--- src/rtl/lsu_pkg.sv ---
// Shared definitions for the load/store unit: opcodes, access encodings, FSM states.
// Define LSU_MISALIGN_TRAP_EN to make misaligned half/word accesses fault.
package lsu_pkg;

  localparam logic [6:0] OPC_LOAD  = 7'b0000011;
  localparam logic [6:0] OPC_STORE = 7'b0100011;

  localparam logic [2:0] F3_B  = 3'b000;
  localparam logic [2:0] F3_H  = 3'b001;
  localparam logic [2:0] F3_W  = 3'b010;
  localparam logic [2:0] F3_BU = 3'b100;
  localparam logic [2:0] F3_HU = 3'b101;

`ifdef LSU_MISALIGN_TRAP_EN
  localparam bit MISALIGN_TRAP = 1'b1;
`else
  localparam bit MISALIGN_TRAP = 1'b0;
`endif

  typedef enum logic [2:0] {IDLE, RD, RDWAIT, WR, RESP} state_e;

  typedef enum logic [1:0] {ACC_FAULT, ACC_LOAD, ACC_STORE_SUB, ACC_STORE_WORD} acc_e;

  // Decides which path an incoming request takes through the FSM.
  function automatic acc_e classify(input logic [6:0] opcode, input logic [2:0] funct3,
                                    input logic [1:0] offset);
    acc_e acc;
    logic misaligned;
    acc = ACC_FAULT;
    misaligned = MISALIGN_TRAP &&
                 (((funct3 == F3_H || funct3 == F3_HU) && offset[0]) ||
                  (funct3 == F3_W && offset != 2'b00));
    if (opcode == OPC_LOAD) begin
      if (funct3 == F3_B || funct3 == F3_H || funct3 == F3_W ||
          funct3 == F3_BU || funct3 == F3_HU)
        acc = ACC_LOAD;
    end else if (opcode == OPC_STORE) begin
      if (funct3 == F3_B || funct3 == F3_H) acc = ACC_STORE_SUB;
      else if (funct3 == F3_W)               acc = ACC_STORE_WORD;
    end
    if (misaligned) acc = ACC_FAULT;
    return acc;
  endfunction

endpackage

--- src/rtl/lsu_align.sv ---
// Byte-lane steering: load extraction/extension and read-modify-write store merging.
module lsu_align
  import lsu_pkg::*;
(
  input  logic [2:0]  funct3,
  input  logic [1:0]  offset,
  input  logic [31:0] word,
  input  logic [31:0] wdata,
  output logic [31:0] load_data,
  output logic [31:0] store_data
);

  logic [7:0]  byte_sel;
  logic [15:0] half_sel;

  // Halfword lanes use only offset[1]; the low bit is either ignored or already trapped.
  always_comb begin
    // NOTE: every output gets a default first so no path through the case infers a latch.
    byte_sel   = word[{offset, 3'b000} +: 8];
    half_sel   = offset[1] ? word[31:16] : word[15:0];
    load_data  = '0;
    store_data = wdata;
    case (funct3)
      F3_B:  load_data = {{24{byte_sel[7]}}, byte_sel};
      F3_H:  load_data = {{16{half_sel[15]}}, half_sel};
      F3_W:  load_data = word;
      F3_BU: load_data = {24'd0, byte_sel};
      F3_HU: load_data = {16'd0, half_sel};
      default: load_data = '0;
    endcase
    if (funct3 == F3_B) begin
      store_data = word;
      store_data[{offset, 3'b000} +: 8] = wdata[7:0];
    end else if (funct3 == F3_H) begin
      store_data = word;
      if (offset[1]) store_data[31:16] = wdata[15:0];
      else           store_data[15:0]  = wdata[15:0];
    end
  end

endmodule

--- src/rtl/load_store_unit.sv ---
// Single-outstanding load/store unit against a one-cycle-latency word memory.
// Misalignment trapping is enabled with the LSU_MISALIGN_TRAP_EN macro.
module load_store_unit
  import lsu_pkg::*;
#(
  parameter int ADDR_W  = 32,
  parameter int WADDR_W = 9
) (
  input  logic               clk,
  input  logic               rst,
  input  logic               req_valid,
  output logic               req_ready,
  input  logic [6:0]         req_opcode,
  input  logic [2:0]         req_funct3,
  input  logic [ADDR_W-1:0]  req_addr,
  input  logic [31:0]        req_wdata,
  output logic               resp_valid,
  input  logic               resp_ready,
  output logic [31:0]        resp_rdata,
  output logic               resp_fault,
  output logic [WADDR_W-1:0] mem_addr,
  output logic               mem_rd,
  output logic               mem_wr,
  output logic [31:0]        mem_wdata,
  input  logic [31:0]        mem_rdata
);

  state_e           state, state_nx;
  acc_e             req_acc;
  logic [6:0]       opcode_q;
  logic [2:0]       funct3_q;
  logic [WADDR_W+1:0] addr_q;
  logic [31:0]      wdata_q;
  logic [31:0]      load_data, store_data;
  logic             is_load;
  logic             unused_addr_hi;

  assign req_acc        = classify(req_opcode, req_funct3, req_addr[1:0]);
  assign is_load        = (opcode_q == OPC_LOAD);
  assign mem_addr       = addr_q[WADDR_W+1:2];
  assign unused_addr_hi = ^req_addr[ADDR_W-1:WADDR_W+2];

  lsu_align u_align (
    .funct3     (funct3_q),
    .offset     (addr_q[1:0]),
    .word       (mem_rdata),
    .wdata      (wdata_q),
    .load_data  (load_data),
    .store_data (store_data)
  );

  always_ff @(posedge clk) begin
    if (rst) state <= IDLE;
    else     state <= state_nx;
  end

  always_comb begin
    state_nx   = state;
    req_ready  = 1'b0;
    resp_valid = 1'b0;
    mem_rd     = 1'b0;
    mem_wr     = 1'b0;
    case (state)
      IDLE: begin
        req_ready = 1'b1;
        if (req_valid) begin
          case (req_acc)
            ACC_LOAD, ACC_STORE_SUB: state_nx = RD;
            ACC_STORE_WORD:          state_nx = WR;
            default:                 state_nx = RESP;
          endcase
        end
      end
      RD: begin
        mem_rd   = 1'b1;
        state_nx = RDWAIT;
      end
      RDWAIT: state_nx = is_load ? RESP : WR;
      WR: begin
        mem_wr   = 1'b1;
        state_nx = RESP;
      end
      RESP: begin
        resp_valid = 1'b1;
        if (resp_ready) state_nx = IDLE;
      end
      default: state_nx = IDLE;
    endcase
  end

  // Request capture, load result and store word; all held stable while in RESP.
  always_ff @(posedge clk) begin
    // NOTE: sequential state uses <= only, so every reader this edge sees pre-edge values.
    if (rst) begin
      opcode_q   <= '0;
      funct3_q   <= '0;
      addr_q     <= '0;
      wdata_q    <= '0;
      resp_rdata <= '0;
      resp_fault <= 1'b0;
      mem_wdata  <= '0;
    end else begin
      case (state)
        IDLE: begin
          if (req_valid) begin
            opcode_q   <= req_opcode;
            funct3_q   <= req_funct3;
            addr_q     <= req_addr[WADDR_W+1:0];
            wdata_q    <= req_wdata;
            resp_rdata <= '0;
            resp_fault <= (req_acc == ACC_FAULT);
            if (req_acc == ACC_STORE_WORD) mem_wdata <= req_wdata;
          end
        end
        RDWAIT: begin
          if (is_load) resp_rdata <= load_data;
          else         mem_wdata  <= store_data;
        end
        default: ;
      endcase
    end
  end

endmodule

--- config.mk ---
export PLATFORM = sky130hd
export DESIGN_NAME = load_store_unit
export DESIGN_NICKNAME = d
export VERILOG_FILES = /design/src/rtl/lsu_pkg.sv /design/src/rtl/lsu_align.sv /design/src/rtl/load_store_unit.sv
export SDC_FILE = /design/constraint.sdc
export NUM_CORES = 1
export LEC_CHECK = 0
export ABC_CLOCK_PERIOD_IN_PS = 5500
export CELL_PAD_IN_SITES_DETAIL_PLACEMENT = 0
export CELL_PAD_IN_SITES_GLOBAL_PLACEMENT = 2
export CORE_MARGIN = 1.5
export CORE_UTILIZATION = 30
export CTS_BUF_LIST = sky130_fd_sc_hd__clkbuf_4 sky130_fd_sc_hd__clkbuf_8
export DETAILED_ROUTE_END_ITERATION = 8
export PLACE_DENSITY_LB_ADDON = 0.05
export SYNTH_ARGS = -nofsm -noshare
export SYNTH_HDL_FRONTEND = slang
export SYNTH_SLANG_ARGS = --single-unit
--- constraint.sdc ---
create_clock -name clk -period 5.5 [get_ports clk]
set_input_delay 0.55 -clock clk [delete_from_list [all_inputs] [get_ports clk]]
set_output_delay 0.55 -clock clk [all_outputs]
set_load 0.01 [all_outputs]
==> flow_metrics.tcl <==
set metrics [dict create \
    status "completed" \
    critical_path.top_delay_family "simple AND/OR/NAND/NOR gates" \
    fraction_of_the_yosys_area_taken_by_sequential_cells_pct 36.9 \
    portBuffers 166 \
    most-common-layout-cells "188 x sky130_fd_sc_hd__nand2_1, 165 x sky130_fd_sc_hd__clkdlybuf4s50_1, 121 x sky130_fd_sc_hd__dfxtp_1, 93 x sky130_fd_sc_hd__a21oi_1, 57 x sky130_fd_sc_hd__a221oi_1" \
    first_pass_grt_wire_length_microns 36300 \
    unrepaired_setup_endpoints_after_global_routing "false" \
    cts.repair_timing.setup_buffer_count 0 \
    place_ws_ns 2.11 \
    critical_path_arrival_ns 3.83 \
    timing.setup.tns_ns 0 \
    floorplan.die.width_microns 151 \
    replace_congestion 0.855 \
    chipHeight_microns 151 \
    net_switching_uw 610 \
    area_growth_syn_to_layout_pct 31.2 \
    synth.top_cells.by_area "sky130_fd_sc_hd__dfxtp_1 37%, sky130_fd_sc_hd__nand2_1 11%, sky130_fd_sc_hd__a221oi_1 7.6%" \
    number_of_distinct_library_cells_after_synthesis 58 \
    timing.final.crit_period_ns 3.46 \
    drcViolationCount 0 \
    wl_per_cell_microns 19.8 \
    drive_gt1_share_pct 9.61 \
    drv_slew 0 \
    netlist_instances 808 \
    globalRouteTotalUtil_pct 20.9 \
    dp_hpwl_microns 17200 \
    seqPwrFrac_pct 45.4 \
    routed-via-count 6592 \
    ant_nets 0 \
    fin_cells 1201 \
    syn_nets 923 \
    power.share.clock_pct 37.1 \
    internal_power_uw 1450 \
    clk-insertion-delay-late_ns 0.44 \
    irDropWorstVdd_mv 0.131 \
    buf_inv_on_cp 2 \
    switching_share_pct 29.6 \
    grt_start_max_net_pins 58 \
    area_of_the_mapped_netlist_sq_mm 0.00657 \
    postRouteWirelength_microns 23800 \
    synth.ff_latch_count 121 \
    achievable-frequency_ghz 0.289 \
    netlist.top_cell.by_area "sky130_fd_sc_hd__dfxtp_1" \
    clock_pin_slew_worst_setup_and_hold_paths_ns 0.07 \
    timing.final.ws_setup_ns 2.04 \
    die_area_sq_mm 0.0228 \
    final_common_cell "sky130_fd_sc_hd__nand2_1" \
    clock_tree.root_cell "sky130_fd_sc_hd__clkbuf_8" \
    numCtsBuffers 17 \
    synth_warn 0 \
    firstDrtPassIters 6 \
    tritoncts_num_sinks 121 \
    clock_skew_ns 0.0155 \
    worst_path_largest_cell_delay_ns 1.15 \
    timing.hold.worst.class "flip-flop to flip-flop" \
    asyncSetResetFlopFracSynth_pct 0 \
    final_hold_viol_count 0 \
    endpoint_kind "flip-flop" \
    rows 53 \
    htree_num_levels 4 \
    fp.coreArea_sq_mm 0.0212 \
    maxCapViolations 0 \
    pin_count 188 \
    first_global_vias 6389 \
    timing.max_slew.rel_slack_pct 6.94 \
    cell_with_the_biggest_individual_delay_on_the_critical_path "sky130_fd_sc_hd__nor4bb_1" \
    cp_data_required_time_ns 5.87 \
    num_antenna_cells 0 \
    postCtsHoldBufs 0 \
    critical_path_class "flip-flop to flip-flop" \
    grt_antenna_before_repair 0 \
    critical_path.cell_chain "buf_4 -> inv_1 -> ha_1 -> nor4bb_1 -> a32oi_1 -> a211o_1 -> mux2i_1" \
    finalNetCount 1030 \
    clk_path_buf_depth 2 \
    synth_enable_flop_cells 0 \
    whs_ns 0.456 \
    final_clock_period_utilization_by_the_worst_path_pct 63.0 \
    tritoncts "done" \
    worstPathMaxFanout 40 \
    setup_viol 0 \
    p_comb_share_pct 17.5 \
    cts_resized 0 \
    synth_ff_type "sky130_fd_sc_hd__dfxtp_1" \
    viasPerCell 5.49 \
    power_leakage_uw 0.00292 \
    worstMarginPinSlew_ns 1.38 \
    post-place-cells 1171 \
    grt.overflow.total 0 \
    drtIter0Drc 501 \
    synthesis.area_per_instance_sq_um 8.13 \
    worstSetupStartpointType "flip-flop" \
    synth_largest_type_area_fraction_pct 36.9 \
    powerDensity_mw_per_mm2 239 \
    initial_core_util_pct 31.0 \
]
==> synth_stat cells (all sizes together), types with 7 or more instances <==
cell type / count
nand2: 189
nor2: 15
or2: 9
dfxtp: 121
mux2i: 8
a221oi: 69
a311oi: 8
nand2b: 9
o21ai: 25
a31oi: 8
a221o: 7
mux2: 9
o31ai: 10
nand3: 11
a311o: 28
a21oi: 93
buf: 35
o211ai: 9
clkbuf: 52
inv: 29
==> worst paths after layout <==
check	from	to	slack, ns	cells past startpoint
worst min-delay path	wdata_q[25]	wdata_q[25]	0.46	2
worst min register to register	wdata_q[25]	wdata_q[25]	0.46	2
worst max-delay path	addr_q[1]	mem_wdata[22]	2.04	7
worst max register to register	addr_q[1]	mem_wdata[22]	2.04	7
==> sequential cells by signal, summed over array words and instances (netlist names) <==
signal and count:
funct3_q 3, addr_q 11, state 3, resp_fault 1, resp_rdata 32, wdata_q 32, opcode_q 7, mem_wdata 32
==> per-layer routing <==
| layer | share of wire [%] | track usage (%) | vias to the layer above |
|---|---|---|---|
| met1 | 45 | 27.3 | 3127 |
| met5 | 0 | 0 | - |
| met2 | 47 | 33.9 | 249 |
| li1 | - | - | 3186 |
| met3 | 6.6 | 4.79 | 30 |
| met4 | 2.1 | 7.14 | 0 |
==> layout make-up <==
class                      instances  area [sq um]
clock inverter                     8          72.6
clock buffer                      22           290
timing repair buffer             175          1730
sequential                       121          2420
fill                            2197         12600
inverter                          30           113
tap                              275           344
multi-input combinational        570          3650
==> stage by stage <==
step / cell area, sq um / total power [uW] / util [%]
after floorplan: 6570 / 1160 / -
after global placement: 8250 / 1310 / 38.9
after detailed placement: 8250 / 1320 / 38.9
after CTS: 8620 / 2080 / 40.6
after global routing: 8620 / 2160 / 40.6
final: 8620 / 2060 / 40.6
==> worst register-to-register path: cells and delay by family (launching register included) <==
family	cells	cell delay [ns]
compound gates	2	0.64
mux	1	0.12
fa+ha+maj	1	0.44
flops	1	0.31
simple gates	1	1.15
buf+inv	2	0.73
==> kinds of logic after synthesis <==
| family | share of synthesized area, % |
|---|---|
| buf+inv | 8.08 |
| simple gates | 19.8 |
| fa+ha+maj | 0.952 |
| mux | 3.10 |
| compound gates | 31.2 |
| flops | 36.9 |
==> power groups by stage <==
stage                     Combinational, uW  Clock (uW)  Sequential, uW
after floorplan                         220           0             938
after global placement                  355           0             955
after detailed placement                361           0             956
after CTS                               363         783             935
after global routing                    397         824             939
final                                   361         764             936
Power figures use the tool's default switching activity.
